## src/rtl/ov7670_sccb_responder.sv

```systemverilog
`timescale 1ns/1ps
// ov7670_sccb_responder
//   Camera-side SCCB target for the OV7670 register bus. SIO_C/SIO_D are
//   oversampled on clk. The block decodes START/STOP and the ID, sub-address
//   and data phases. It acks matching writes and pulses wr_strobe once per
//   completed 3-phase write.
//
//   Optional feature: define OV7670_SCCB_RESP_READ_EN to ack the read ID
//   (DEV_ID|1) and shift rd_data out on SIO_D. When it is undefined, the read
//   ID is treated as a foreign ID and rd_data is ignored.
//
// Ports
//   clk        system clock, at least 8x SIO_C
//   rst_n      asynchronous active-low reset
//   sioc_in    SIO_C pin level
//   siod_in    SIO_D pin level (wired-AND bus)
//   siod_oe    1 = pull SIO_D low (open-drain pad)
//   wr_strobe  one-cycle pulse when a 3-phase write completes
//   wr_addr    sub-address of the last write
//   wr_data    data of the last write
//   rd_addr    last sub-address received
//   rd_data    register contents at rd_addr (read feature only)
//   bus_busy   high from START until STOP
module ov7670_sccb_responder #(
  parameter logic [7:0] DEV_ID      = 8'h42,
  parameter int         SYNC_STAGES = 2
) (
  input  logic       clk,
  input  logic       rst_n,
  input  logic       sioc_in,
  input  logic       siod_in,
  output logic       siod_oe,
  output logic       wr_strobe,
  output logic [7:0] wr_addr,
  output logic [7:0] wr_data,
  output logic [7:0] rd_addr,
  input  logic [7:0] rd_data,
  output logic       bus_busy
);

  typedef enum logic [3:0] {
    IDLE, ID, ID_ACK, ADDR, ADDR_ACK, DATA, DATA_ACK, RD_BITS, RD_NA, IGNORE
  } state_t;

  logic [SYNC_STAGES-1:0] scl_sync_q, sda_sync_q;
  logic                   scl_prev_q, sda_prev_q;
  logic                   scl_s, sda_s;
  logic                   scl_rise, scl_fall, start_det, stop_det;

  state_t     state_q, state_d;
  logic [2:0] bit_cnt_q, bit_cnt_d;
  logic [7:0] shift_q, shift_d;
  logic [7:0] byte_nxt;
  logic       oe_q, oe_d;
  logic       strobe_q, strobe_d;
  logic [7:0] wr_addr_q, wr_addr_d;
  logic [7:0] wr_data_q, wr_data_d;
  logic [7:0] rd_addr_q, rd_addr_d;
  logic       busy_q, busy_d;
  logic       is_read_q, is_read_d;

  // Synchroniser plus one history flop for edge detection. An idle bus is
  // high, so reset to 1 to avoid a spurious edge after reset.
  always_ff @(posedge clk or negedge rst_n) begin
    if (!rst_n) begin
      scl_sync_q <= '1;
      sda_sync_q <= '1;
      scl_prev_q <= 1'b1;
      sda_prev_q <= 1'b1;
    end else begin
      scl_sync_q <= {scl_sync_q[SYNC_STAGES-2:0], sioc_in};
      sda_sync_q <= {sda_sync_q[SYNC_STAGES-2:0], siod_in};
      scl_prev_q <= scl_s;
      sda_prev_q <= sda_s;
    end
  end

  assign scl_s    = scl_sync_q[SYNC_STAGES-1];
  assign sda_s    = sda_sync_q[SYNC_STAGES-1];
  assign scl_rise = ~scl_prev_q & scl_s;
  assign scl_fall = scl_prev_q & ~scl_s;
  // SCL must be high in both samples. If SCL and SDA move together in one
  // sample, the event is a clock edge, not a bus condition.
  assign start_det = scl_prev_q & scl_s & sda_prev_q & ~sda_s;
  assign stop_det  = scl_prev_q & scl_s & ~sda_prev_q & sda_s;
  assign byte_nxt  = {shift_q[6:0], sda_s};

  always_comb begin
    state_d   = state_q;
    bit_cnt_d = bit_cnt_q;
    shift_d   = shift_q;
    oe_d      = oe_q;
    strobe_d  = 1'b0;
    wr_addr_d = wr_addr_q;
    wr_data_d = wr_data_q;
    rd_addr_d = rd_addr_q;
    busy_d    = busy_q;
    is_read_d = is_read_q;
    if (start_det) begin
      state_d   = ID;
      bit_cnt_d = 3'd0;
      oe_d      = 1'b0;
      busy_d    = 1'b1;
    end else if (stop_det) begin
      state_d   = IDLE;
      bit_cnt_d = 3'd0;
      oe_d      = 1'b0;
      busy_d    = 1'b0;
    end else begin
      case (state_q)
        ID, ADDR, DATA: begin
          if (scl_rise) begin
            shift_d   = byte_nxt;
            bit_cnt_d = bit_cnt_q + 3'd1;
            if (bit_cnt_q == 3'd7) begin
              if (state_q == ID) begin
                is_read_d = 1'b0;
                if (byte_nxt == DEV_ID) begin
                  state_d = ID_ACK;
`ifdef OV7670_SCCB_RESP_READ_EN
                end else if (byte_nxt == (DEV_ID | 8'h01)) begin
                  state_d   = ID_ACK;
                  is_read_d = 1'b1;
`endif
                end else begin
                  state_d = IGNORE;
                end
              end else if (state_q == ADDR) begin
                rd_addr_d = byte_nxt;
                state_d   = ADDR_ACK;
              end else begin
                wr_addr_d = rd_addr_q;
                wr_data_d = byte_nxt;
                strobe_d  = 1'b1;
                state_d   = DATA_ACK;
              end
            end
          end
        end
        // The first falling edge starts driving the ack. The second falling
        // edge ends the 9th clock and releases the line.
        ID_ACK, ADDR_ACK, DATA_ACK: begin
          if (scl_fall) begin
            if (!oe_q) begin
              oe_d = 1'b1;
            end else begin
              oe_d      = 1'b0;
              bit_cnt_d = 3'd0;
              if (state_q == ADDR_ACK) begin
                state_d = DATA;
              end else if (state_q == DATA_ACK) begin
                state_d = IGNORE;
              end else begin
`ifdef OV7670_SCCB_RESP_READ_EN
                if (is_read_q) begin
                  // This edge also presents the MSB of the read byte.
                  state_d = RD_BITS;
                  shift_d = rd_data;
                  oe_d    = ~rd_data[7];
                end else begin
                  state_d = ADDR;
                end
`else
                state_d = ADDR;
`endif
              end
            end
          end
        end
        RD_BITS: begin
          if (scl_fall) begin
            if (bit_cnt_q == 3'd7) begin
              oe_d      = 1'b0;
              bit_cnt_d = 3'd0;
              state_d   = RD_NA;
            end else begin
              shift_d   = {shift_q[6:0], 1'b0};
              oe_d      = ~shift_q[6];
              bit_cnt_d = bit_cnt_q + 3'd1;
            end
          end
        end
        RD_NA: begin
          if (scl_rise) state_d = IGNORE;
        end
        default: ;
      endcase
    end
  end

  always_ff @(posedge clk or negedge rst_n) begin
    if (!rst_n) begin
      state_q   <= IDLE;
      bit_cnt_q <= 3'd0;
      shift_q   <= 8'd0;
      oe_q      <= 1'b0;
      strobe_q  <= 1'b0;
      wr_addr_q <= 8'd0;
      wr_data_q <= 8'd0;
      rd_addr_q <= 8'd0;
      busy_q    <= 1'b0;
      is_read_q <= 1'b0;
    end else begin
      state_q   <= state_d;
      bit_cnt_q <= bit_cnt_d;
      shift_q   <= shift_d;
      oe_q      <= oe_d;
      strobe_q  <= strobe_d;
      wr_addr_q <= wr_addr_d;
      wr_data_q <= wr_data_d;
      rd_addr_q <= rd_addr_d;
      busy_q    <= busy_d;
      is_read_q <= is_read_d;
    end
  end

`ifndef OV7670_SCCB_RESP_READ_EN
  logic unused_rd;
  assign unused_rd = ^{rd_data, is_read_q};
`endif

  assign siod_oe   = oe_q;
  assign wr_strobe = strobe_q;
  assign wr_addr   = wr_addr_q;
  assign wr_data   = wr_data_q;
  assign rd_addr   = rd_addr_q;
  assign bus_busy  = busy_q;

endmodule
```

## config.mk

```make
export PLATFORM = sky130hd
export DESIGN_NAME = ov7670_sccb_responder
export DESIGN_NICKNAME = d
export VERILOG_FILES = /design/src/rtl/ov7670_sccb_responder.sv
export SDC_FILE = /design/constraint.sdc
export NUM_CORES = 1
export LEC_CHECK = 0
export CORE_MARGIN = 2
export CORE_UTILIZATION = 35
export DETAILED_ROUTE_END_ITERATION = 12
export SLEW_MARGIN = 40
export SYNTH_ARGS = -nofsm -noshare
export SYNTH_HDL_FRONTEND = slang
export SYNTH_SLANG_ARGS = --single-unit
```

## constraint.sdc

```tcl
create_clock -name clk -period 3.13 [get_ports clk]
set_input_delay 0.4695 -clock clk [delete_from_list [all_inputs] [get_ports clk]]
set_output_delay 0.4695 -clock clk [all_outputs]
set_load 0.03 [all_outputs]
```

* After elaboration in Yosys (flattened, before gate mapping)
Cells that the tools add are included.
** Storage, ports and cells
- Flip-flop bits (word level) :: 47
- Bits of input ports :: 12
- Output and inout bits :: 27
- Word-level logic and storage cells :: 106
** Operators by class
- Add/sub/neg operators :: 1
- Equal/unequal tests :: 20
- Muxes and demuxes :: 43
- Bitwise logic cells :: 16
- Reduce and logical (&&, ||, !) cells :: 13
** Operator list (number)
- $mux 4 :: 13
- $ne 4x4->1 const B :: 7
- $mux 3 :: 7
- $mux 7 :: 3
- $eq 4x3->1 const B :: 4
- $pmux 4 s4 :: 1
- $mux 1 :: 15
- $pmux 7 s2 :: 1
- $reduce_and 7->1 :: 2
- $not 1->1 :: 9
- $pmux 3 s3 :: 1
- $eq 4x2->1 const B :: 2
- $eq 8x7->1 const B :: 1
- $reduce_and 8->1 :: 1
- $and 1x1->1 :: 7
- $ne 2x2->1 const B :: 3
- $reduce_and 6->1 :: 1
- $reduce_bool 6->1 :: 1
- $reduce_or 3->1 :: 2
- $reduce_and 5->1 :: 1
- $reduce_bool 5->1 :: 1
- $eq 4x1->1 const B :: 1
- $eq 4x4->1 const B :: 1
- $reduce_bool 2->1 :: 2
- 6 further kinds :: 6

* Longest topological paths before layout
Gate-level depths: netlist of run 1.
- Depth in word-level cells :: 8
- Depth in mapped cells :: 8
- Depth with buffers taken out :: 7

* Least setup slack after synthesis of run 1
Ideal clock, no wire load.
- Kind :: flip-flop to flip-flop
- Start :: register scl_sync_q[1]
- End :: register shift_q[1]
- Library setup time :: 0.125 ns
- Arrival time :: 2.132 ns
- Required time :: 3.005 ns
- Setup slack :: 0.874 ns
- Cell stages (with the launch flop) :: 6
- Buffers on the path :: 0
- Period minus slack after synthesis :: 2.256 ns
- Path through :: dfstp_2 -> nor2b_1 -> mux2i_1 -> o221a_4 -> a2111oi_4 -> mux2_2
** On the way
- Cells in the longest elaborated chain, start to end :: 5
- Elaborated cells between the ends (all ways) :: 13
- Classes of those cells :: eq/ne (2); bitwise (10); reduce/logical (1)
** Ends and longest elaborated chain
- start, declared :: RTL line 45 : logic [SYNC_STAGES-1:0] scl_sync_q, sda_sync_q;
- start signal, assigned :: RTL line 71 : scl_sync_q <= {scl_sync_q[SYNC_STAGES-2:0], sioc_in};
- $and 1x1->1 :: RTL line 84, 85
- $and 1x1->1 (on tied branches) (2 in a row) :: RTL line 85, 84
- $not 1->1 (no line)
- $reduce_and 6->1 (no line) (*)
- end signal, assigned :: RTL line 206 : shift_q <= shift_d;
- end, declared :: RTL line 52 : logic [7:0] shift_q, shift_d;
Every way passes the cells marked *; elsewhere a longest branch is shown, timed or not.
A chain may end at the register's enable or synchronous reset.

* Worst setup path in the final report of run 1
- Start :: register state_q[1]
- End :: register shift_q[6]
** On the way
- Cells in the longest elaborated chain, start to end :: 4
- Elaborated cells between the ends (all ways) :: 11
- Classes of those cells :: eq/ne (7); mux (1); reduce/logical (3)
** Ends and longest elaborated chain
- start, declared :: RTL line 50 : state_t state_q, state_d;
- start signal, assigned :: RTL line 204 : state_q <= state_d;
- $eq 4x1->1, or another cell as far along :: RTL line 110 : case (state_q)
- $reduce_or 3->1 :: RTL line 110
- $ne 2x2->1 (no line) or $reduce_bool 2->1 (tied branches)
- $reduce_and 6->1 (no line)
Parallel ways exist; a longest one is shown, timed or not.

==> results of run 1 <==
-- path summary, 6_finish.rpt --
path                                from       endpoint  cells past startpoint
setup / recovery              state_q[1]     shift_q[6]                      5
hold / removal                     rst_n     wr_addr[1]                      1
setup reg to reg              state_q[1]     shift_q[6]                      5
hold reg to reg            scl_sync_q[0]  scl_sync_q[1]                      0
max in group asynchronous          rst_n  scl_sync_q[1]                      1
min in group clk           scl_sync_q[0]  scl_sync_q[1]                      0
-- metrics by stage --
stage / cells / utilization
finish: 298 / 0.438
global route: 298 / 0.438
CTS: 298 / 0.438
detailed placement: 290 / 0.418
global placement: 290 / 0.417
floorplan: 191 / -
-- kinds of logic (layout without fill, tap and decap cells) --
logic type	count (synthesis)	in the layout	share of synthesized area
DFF	47	47	0.566
xor gates and xnor gates	2	2	0.00838
adders and majority gates	2	2	0.0120
AOI/OAI and AO/OA	28	28	0.108
muxes	18	18	0.0946
and+or+nand+nor	80	80	0.177
buffers and inverters	14	46	0.0341
-- placed cells by master, fill, tap and decap left out, drive strengths merged, types with 2 or more instances in the layout --
cell type / instances
nand2: 52
dfrtp: 41
clkdlybuf4s50: 29
mux2: 14
o21ai: 9
inv: 8
dfstp: 6
nand3: 5
clkbuf: 5
nor2: 5
mux2i: 4
and2b: 3
nor3: 3
nor2b: 2
nand4: 2
a31oi: 2
a21oi: 2
o22ai: 2
nor4b: 2
nor4: 2
ha: 2
buf: 2
or3: 2
a22o: 2
a2111oi: 2
-- routing by layer --
layer	wire (um)	GRT usage	up-vias
met5	0	0	-
met3	132	0.0278	5
li1	-	-	721
met4	68	0.0627	0
met2	1840	0.197	29
met1	2110	0.213	729
-- final cells by class --
class / instances / area (um^2)
Fill cell: 548 / 3290
Sequential cell: 47 / 1180
Multi-Input combinational cell: 130 / 836
Timing Repair Buffer: 31 / 305
Tap cell: 75 / 93.8
Clock buffer: 5 / 68.8
Clock inverter: 3 / 46.3
Inverter: 7 / 26.3
-- where the power goes --
part | internal (uW) | switching [uW]
Sequential | 704 | 155
Clock | 241 | 211
Combinational | 265 | 263
Total | 1210 | 629
-- state kept, by name (all words and copies together), names as in the netlist --
signal	flops
siod_oe	1
state_q	4
sda_sync_q	2
wr_data	8
wr_addr	8
shift_q	7
scl_sync_q	2
scl_prev_q	1
sda_prev_q	1
wr_strobe	1
bus_busy	1
rd_addr	8
bit_cnt_q	3
==> results_tabular.tex, run 1 <==
\begin{tabular}{lr}
\hline
Metric & Value \\
\hline
\multicolumn{2}{l}{\textbf{Run status}} \\
\quad Status & finished clean \\
\multicolumn{2}{l}{\textbf{Power and ir drop}} \\
\quad Power Total & 1840 uW \\
\quad Power density over the cells & $\sim$700 mW/mm\^{}2 \\
\quad Peak supply drop & roughly 0.00039 V \\
\quad Static power due to leakage & 0.00117 uW \\
\multicolumn{2}{l}{\textbf{Clock tree}} \\
\quad Clock Tree Buf Depth & 2 \\
\quad Clock-pin slew reported for the worst setup and hold paths after clock tree synthesis & 0.09 ns \\
\quad CTS Buf Count & 5 \\
\quad Sink Count & 47 \\
\quad Setup fix buffers added after clock tree synthesis & 0 \\
\quad Master cell of the clock root buffer & clkbuf\_8 \\
\quad Later-pin clock latency in the skew report & about 0.3 ns \\
\quad Quantity of hold-fixing buffers added after cts & 0 \\
\quad Clock tree from TritonCTS & built \\
\quad Number of gates resized after cts & 0 \\
\quad CTS HTree Levels & 2 \\
\multicolumn{2}{l}{\textbf{Synth}} \\
\quad Post-Syn Nets & 205 \\
\quad Yosys Warn Count & 0 \\
\quad Number of distinct standard cells referenced by the synthesized netlist & 42 \\
\quad Area contributors post-synth & dfrtp\_1 (49\%), nand2\_1 (9.3\%), dfstp\_2 (7.5\%), mux2\_2 (7.5\%), o21ai\_0 (2.2\%) \\
\quad Post-synthesis register bit count & 47 \\
\quad Syn Std Cell Area & between 0.002 and 0.0025 mm\^{}2 \\
\quad Most frequent cells after synthesis & nand2\_1 (52), dfrtp\_1 (41), mux2\_2 (14), o21ai\_0 (9), inv\_1 (7) \\
\quad Top cell type by total area after synthesis & dfrtp\_1 \\
\quad Post-synth EDFFs & 0 \\
\quad Post-synth top area share & 0.491 \\
\quad Share of synthesized area occupied by flip-flops and latches & 0.566 \\
\quad Gate count after technology mapping & between 150 and 200 \\
\quad Top\_reg\_cell synth & dfrtp\_1 \\
\quad Fraction of registers with async set/reset & 1.00 \\
\quad Most frequent cell after synthesis & nand2\_1 \\
\quad Avg Inst Size Synth & around 11 um\^{}2 \\
\multicolumn{2}{l}{\textbf{Setup path}} \\
\quad Critical path class & flop to flop \\
\quad CP max stage delay & 0.70 ns \\
\quad Cell with the biggest individual delay on the critical path & a2111oi\_4 \\
\quad Nature of the critical path endpoint & flop \\
\quad Register-to-Register Setup Slack & 0.56 ns \\
\quad Startpoint class of the critical path & flop \\
\quad Data arrival, critical path & 2.76 ns \\
\quad Buf/Inv on CP & 0 \\
\quad Data required time of the critical path & 3.32 ns \\
\quad Critical path peak fanout & 10 \\
\quad Cell family with most CP delay & compound AO/OA/AOI/OAI gates \\
\quad Cells along the critical path & nand2\_1, mux2i\_1, o221a\_4, a2111oi\_4, mux2\_2 \\
\multicolumn{2}{l}{\textbf{Placement}} \\
\quad Final Wtd Congestion & slightly below 0.9 \\
\quad Half-perimeter wire length after placement & 2870 um \\
\quad Count of port buffers added during placement & 30 \\
\quad Pre-CTS setup slack & 0.591 ns \\
\quad Cell area after placement & 0.00244 mm\^{}2 \\
\multicolumn{2}{l}{\textbf{Timing}} \\
\quad Post-route worst setup slack & 0.560 ns \\
\quad Number of failing hold endpoints at the final stage & 0 \\
\quad Max frequency & just under 0.4 GHz \\
\quad Period utilisation layout & 0.821 \\
\quad Actual transition at the worst max-transition pin & 0.721 ns \\
\quad RSZ-0062 raised after global routing & false \\
\quad Max-slew violation count & 0 \\
\quad TNS Setup & 0 ns \\
\quad Clock tree skew after final layout & 0.00726 ns \\
\quad Final number of setup-violating endpoints & 0 \\
\quad Post-route worst hold slack & 0.154 ns \\
\quad Tmin final & about 2.6 ns \\
\quad Worst max-slew margin expressed relative to the limit & 0.519 \\
\multicolumn{2}{l}{\textbf{Global routing}} \\
\quad Overflow after GRT & 0 \\
\quad Pin count of the biggest net entering global routing & 48 \\
\quad Wire length of the first global-routing pass & 7100 um \\
\quad Total global-route track usage & 0.142 \\
\quad Number of global-route vias before repair & 1429 \\
\quad Number of antenna violations at the first check in global routing & 0 \\
\multicolumn{2}{l}{\textbf{Layout}} \\
\quad Antenna diode count & 0 \\
\quad Fraction of layout instances using a drive strength above 1 & 0.161 \\
\quad Area added between synthesis and finish & 22.4\% \\
\quad Final instance area & around 0.0026 mm\^{}2 \\
\quad Post-layout net count & $\sim$240 \\
\multicolumn{2}{l}{\textbf{Route}} \\
\quad Remaining routing DRC violations & 0 \\
\quad Post-detailed-route count of antenna-violating nets & 0 \\
\quad Count of routing violations after the opening detailed-route iteration & 54 \\
\quad Drt via density & 4.98 \\
\quad Pre-antenna DRT Iters & 4 \\
\quad DR vias & 1484 \\
\quad Routed WL & 4150 um \\
\quad Wire per inst & between 10 and 15 um \\
\multicolumn{2}{l}{\textbf{Floorplan}} \\
\quad Floorplan row count & 28 \\
\quad Core region area & 0.00585 mm\^{}2 \\
\quad Width of the die & 81.3 um \\
\quad Height of the die & 81.3 um \\
\quad Die area & 0.00661 mm\^{}2 \\
\quad Initial core utilization & 0.357 \\
\quad Top-level I/O count & 39 \\
\multicolumn{2}{l}{\textbf{Worst hold path}} \\
\quad Tightest Hold Check Type & input pin to asynchronous set/reset pin \\
\multicolumn{2}{l}{\textbf{Flow run}} \\
\quad Max-cap violations & 0 \\
\hline
\end{tabular}
Power figures use the tool's default switching activity.
==> inputs of run 2 (changes only) <==
==> constraint.sdc (replaced) <==
create_clock -name clk -period 2.15 [get_ports clk]
set_input_delay 0.3225 -clock clk [delete_from_list [all_inputs] [get_ports clk]]
set_output_delay 0.3225 -clock clk [all_outputs]
set_load 0.03 [all_outputs]
==> run 2 against run 1 <==
  * Clock power increased by 23%
  * Sequential share of layout area is 3.3 points lower
  * Cell area increased by 7.6%
==> results_tabular.tex, run 2 (synthesis results as in run 1) <==
\begin{tabular}{lr}
\hline
Metric & Value \\
\hline
\multicolumn{2}{l}{\textbf{Setup path}} \\
\quad Startpoint class of the critical path & flop \\
\quad Data required time of the critical path & 2.34 ns (-0.98 ns) \\
\quad Critical path class & flop to flop \\
\quad Cells along the critical path & nor2b\_2, mux2i\_2, o221a\_4, a2111oi\_4, buf\_12, mux2\_2 \\
\quad Startpoint of the worst setup timing path & scl\_sync\_q[1] \\
\quad Launch point of the worst reg-to-reg path & scl\_sync\_q[1] \\
\quad Nature of the critical path endpoint & flop \\
\quad Buf/Inv on CP & 1 (+1) \\
\quad CP max stage delay & 0.54 ns (-0.16 ns) \\
\quad Data arrival, critical path & 2.23 ns (-0.53 ns) \\
\quad Critical path peak fanout & 9 (-1) \\
\quad Cell family with most CP delay & compound AO/OA/AOI/OAI gates \\
\quad Cell with the biggest individual delay on the critical path & dfstp\_2 \\
\multicolumn{2}{l}{\textbf{Placement}} \\
\quad Final Wtd Congestion & 0.831 (-5.9\%) \\
\quad Half-perimeter wire length after placement & 3080 um (+7.4\%) \\
\quad Count of port buffers added during placement & 30 (unchanged) \\
\multicolumn{2}{l}{\textbf{Clock tree}} \\
\quad Later-pin clock latency in the skew report & 0.31 ns (about the same) \\
\quad Clock tree from TritonCTS & built \\
\quad CTS Buf Count & 5 (unchanged) \\
\quad CTS HTree Levels & 2 (unchanged) \\
\quad Master cell of the clock root buffer & clkbuf\_8 \\
\quad Sink Count & 47 (unchanged) \\
\quad Setup fix buffers added after clock tree synthesis & 0 (unchanged) \\
\quad Clock-pin slew reported for the worst setup and hold paths after clock tree synthesis & 0.08 ns (about the same) \\
\quad Clock Tree Buf Depth & 2 (unchanged) \\
\multicolumn{2}{l}{\textbf{Timing}} \\
\quad Number of failing hold endpoints at the final stage & 0 (unchanged) \\
\quad Max frequency & 0.491 GHz (+26\%) \\
\quad Period utilisation layout & 0.947 (+0.126) \\
\quad Clock tree skew after final layout & 0.0113 ns (+0.00404 ns) \\
\quad Final number of setup-violating endpoints & 0 (unchanged) \\
\quad Max-slew violation count & 0 (unchanged) \\
\quad Worst max-slew margin expressed relative to the limit & 0.644 (+0.124) \\
\quad Tmin final & 2.04 ns (-0.533 ns) \\
\quad TNS Setup & 0 ns (unchanged) \\
\quad Actual transition at the worst max-transition pin & 0.531 ns (-0.191 ns) \\
\quad RSZ-0062 raised after global routing & false \\
\multicolumn{2}{l}{\textbf{Global routing}} \\
\quad Number of antenna violations at the first check in global routing & 0 (unchanged) \\
\quad Pin count of the biggest net entering global routing & 48 (unchanged) \\
\quad Wire length of the first global-routing pass & 7420 um (+4.6\%) \\
\quad Total global-route track usage & 0.148 (+0.00556) \\
\quad Overflow after GRT & 0 (unchanged) \\
\quad Number of global-route vias before repair & 1497 (+4.8\%) \\
\multicolumn{2}{l}{\textbf{Layout}} \\
\quad Fraction of layout instances using a drive strength above 1 & 0.255 (+0.0936) \\
\quad Multi-input combinational cell area & 850 um\^{}2 (+1.6\%) \\
\quad Post-layout net count & 260 (+10\%) \\
\quad Combined flip-flop and latch cell area & 0.00118 mm\^{}2 (unchanged) \\
\quad Commonest cells after routing, fill and taps aside & nand2\_1 (52), dfrtp\_1 (41), clkdlybuf4s50\_1 (29) \\
\quad Antenna diode count & 0 (unchanged) \\
\quad Layout Utilization & 0.471 (+0.0334) \\
\quad Area added between synthesis and finish & 31.8\% \\
\quad Commonest non-fill, non-tap cell in the layout & nand2\_1 \\
\quad Filler instances & 554 (+1.1\%) \\
\multicolumn{2}{l}{\textbf{Floorplan}} \\
\quad Initial core utilization & 0.357 (unchanged) \\
\quad Die area & 0.00661 mm\^{}2 (unchanged) \\
\quad Floorplan row count & 28 (unchanged) \\
\quad Width of the die & 81.3 um (unchanged) \\
\quad Height of the die & 81.3 um (unchanged) \\
\quad Core region area & 0.00585 mm\^{}2 (unchanged) \\
\quad Top-level I/O count & 39 (unchanged) \\
\multicolumn{2}{l}{\textbf{Power and ir drop}} \\
\quad Portion of total power attributed to the clock network & 0.196 (-0.050) \\
\quad Net switching power figure & 994 uW (+58\%) \\
\quad Logic gate share of total power & 0.397 (+0.110) \\
\quad Peak supply drop & 0.000484 V (+23\%) \\
\quad Static power due to leakage & 0.00129 uW (+9.8\%) \\
\quad Power density over the cells & 1030 mW/mm\^{}2 (+43\%) \\
\quad Power Total & 2830 uW (+54\%) \\
\quad Reg power frac & 0.406 (-0.061) \\
\quad Cell-internal power & 1840 uW (+52\%) \\
\quad Net switching fraction of the power & 0.351 (+0.00891) \\
\multicolumn{2}{l}{\textbf{Route}} \\
\quad DR vias & 1584 (+6.7\%) \\
\quad Drt via density & 4.92 (-1.2\%) \\
\quad Wire per inst & 13.7 um (-1.9\%) \\
\quad Pre-antenna DRT Iters & 4 (unchanged) \\
\quad Count of routing violations after the opening detailed-route iteration & 51 (-5.6\%) \\
\quad Remaining routing DRC violations & 0 (unchanged) \\
\quad Post-detailed-route count of antenna-violating nets & 0 (unchanged) \\
\quad Routed WL & 4400 um (+6.0\%) \\
\multicolumn{2}{l}{\textbf{Flow run}} \\
\quad Max-cap violations & 0 (unchanged) \\
\multicolumn{2}{l}{\textbf{Worst hold path}} \\
\quad Tightest Hold Check Type & flop to flop \\
\quad Beginning of the worst hold path & scl\_sync\_q[0] \\
\multicolumn{2}{l}{\textbf{Run status}} \\
\quad Status & finished clean \\
\hline
\end{tabular}
-- run 2: changes by cell type in the layout (fill, tap and decap cells not counted), sizes merged --
cell,before,now
dlygate4sd3,0,1
clkinv,0,2
bufinv,1,0
buf,2,25
clkinvlp,1,0
-- run 2: repair_timing --
item,CTS,global route
endpoints found under the hold margin,41,0
resized for setup,0,4
hold buffers,1,0
setup endpoints to repair,0,9
-- run 2: routing by layer --
layer | wire [um] | global-route usage | vias up
met1 | 2100 | 0.215 | 757
met2 | 1990 | 0.210 | 44
met3 | 235 | 0.0322 | 7
met5 | 0 | 0 | -
met4 | 71 | 0.0627 | 0
li1 | - | - | 776
-- run 2: worst paths after layout --
kind,end,slack [ns],depth (start not counted)
hold / removal,scl_sync_q[1],0.36,0
hold reg to reg,scl_sync_q[1],0.36,0
min in group asynchronous,wr_addr[1],0.53,3
setup reg to reg,shift_q[1],0.11,6
setup / recovery,shift_q[1],0.11,6
max in group asynchronous,scl_prev_q,1.35,3
-- run 2: area by class of cell --
| class | instances | area share |
|---|---|---|
| clock buffer | 5 | 0.0250 |
| inverter | 7 | 0.00954 |
| tap | 75 | 0.0341 |
| clock inverter | 3 | 0.00817 |
| multi-input combinational | 130 | 0.308 |
| sequential | 47 | 0.430 |
| timing repair buffer | 55 | 0.185 |
-- run 2: per-stage QoR --
stage / worst slack (ns) / hold WS [ns] / std cells / cell area [um^2]
floorplan: 0.00254 / 0.0269 / 191 / 2090
CTS: 0.0458 / 0.359 / 322 / 2740
finish: 0.113 / 0.359 / 322 / 2760
detailed placement: 0.0569 / 0.325 / 313 / 2640
global placement: 0.0661 / 0.325 / 313 / 2640
global route: 0.0146 / 0.362 / 322 / 2760
-- run 2: power groups by stage --
stage	sequential (uW)	combinational (uW)	clock (uW)
finish	1150	1130	556
global route	1180	1230	611
CTS	1150	1100	576
detailed placement	1170	1100	0
global placement	1170	1080	0
floorplan	1150	727	0
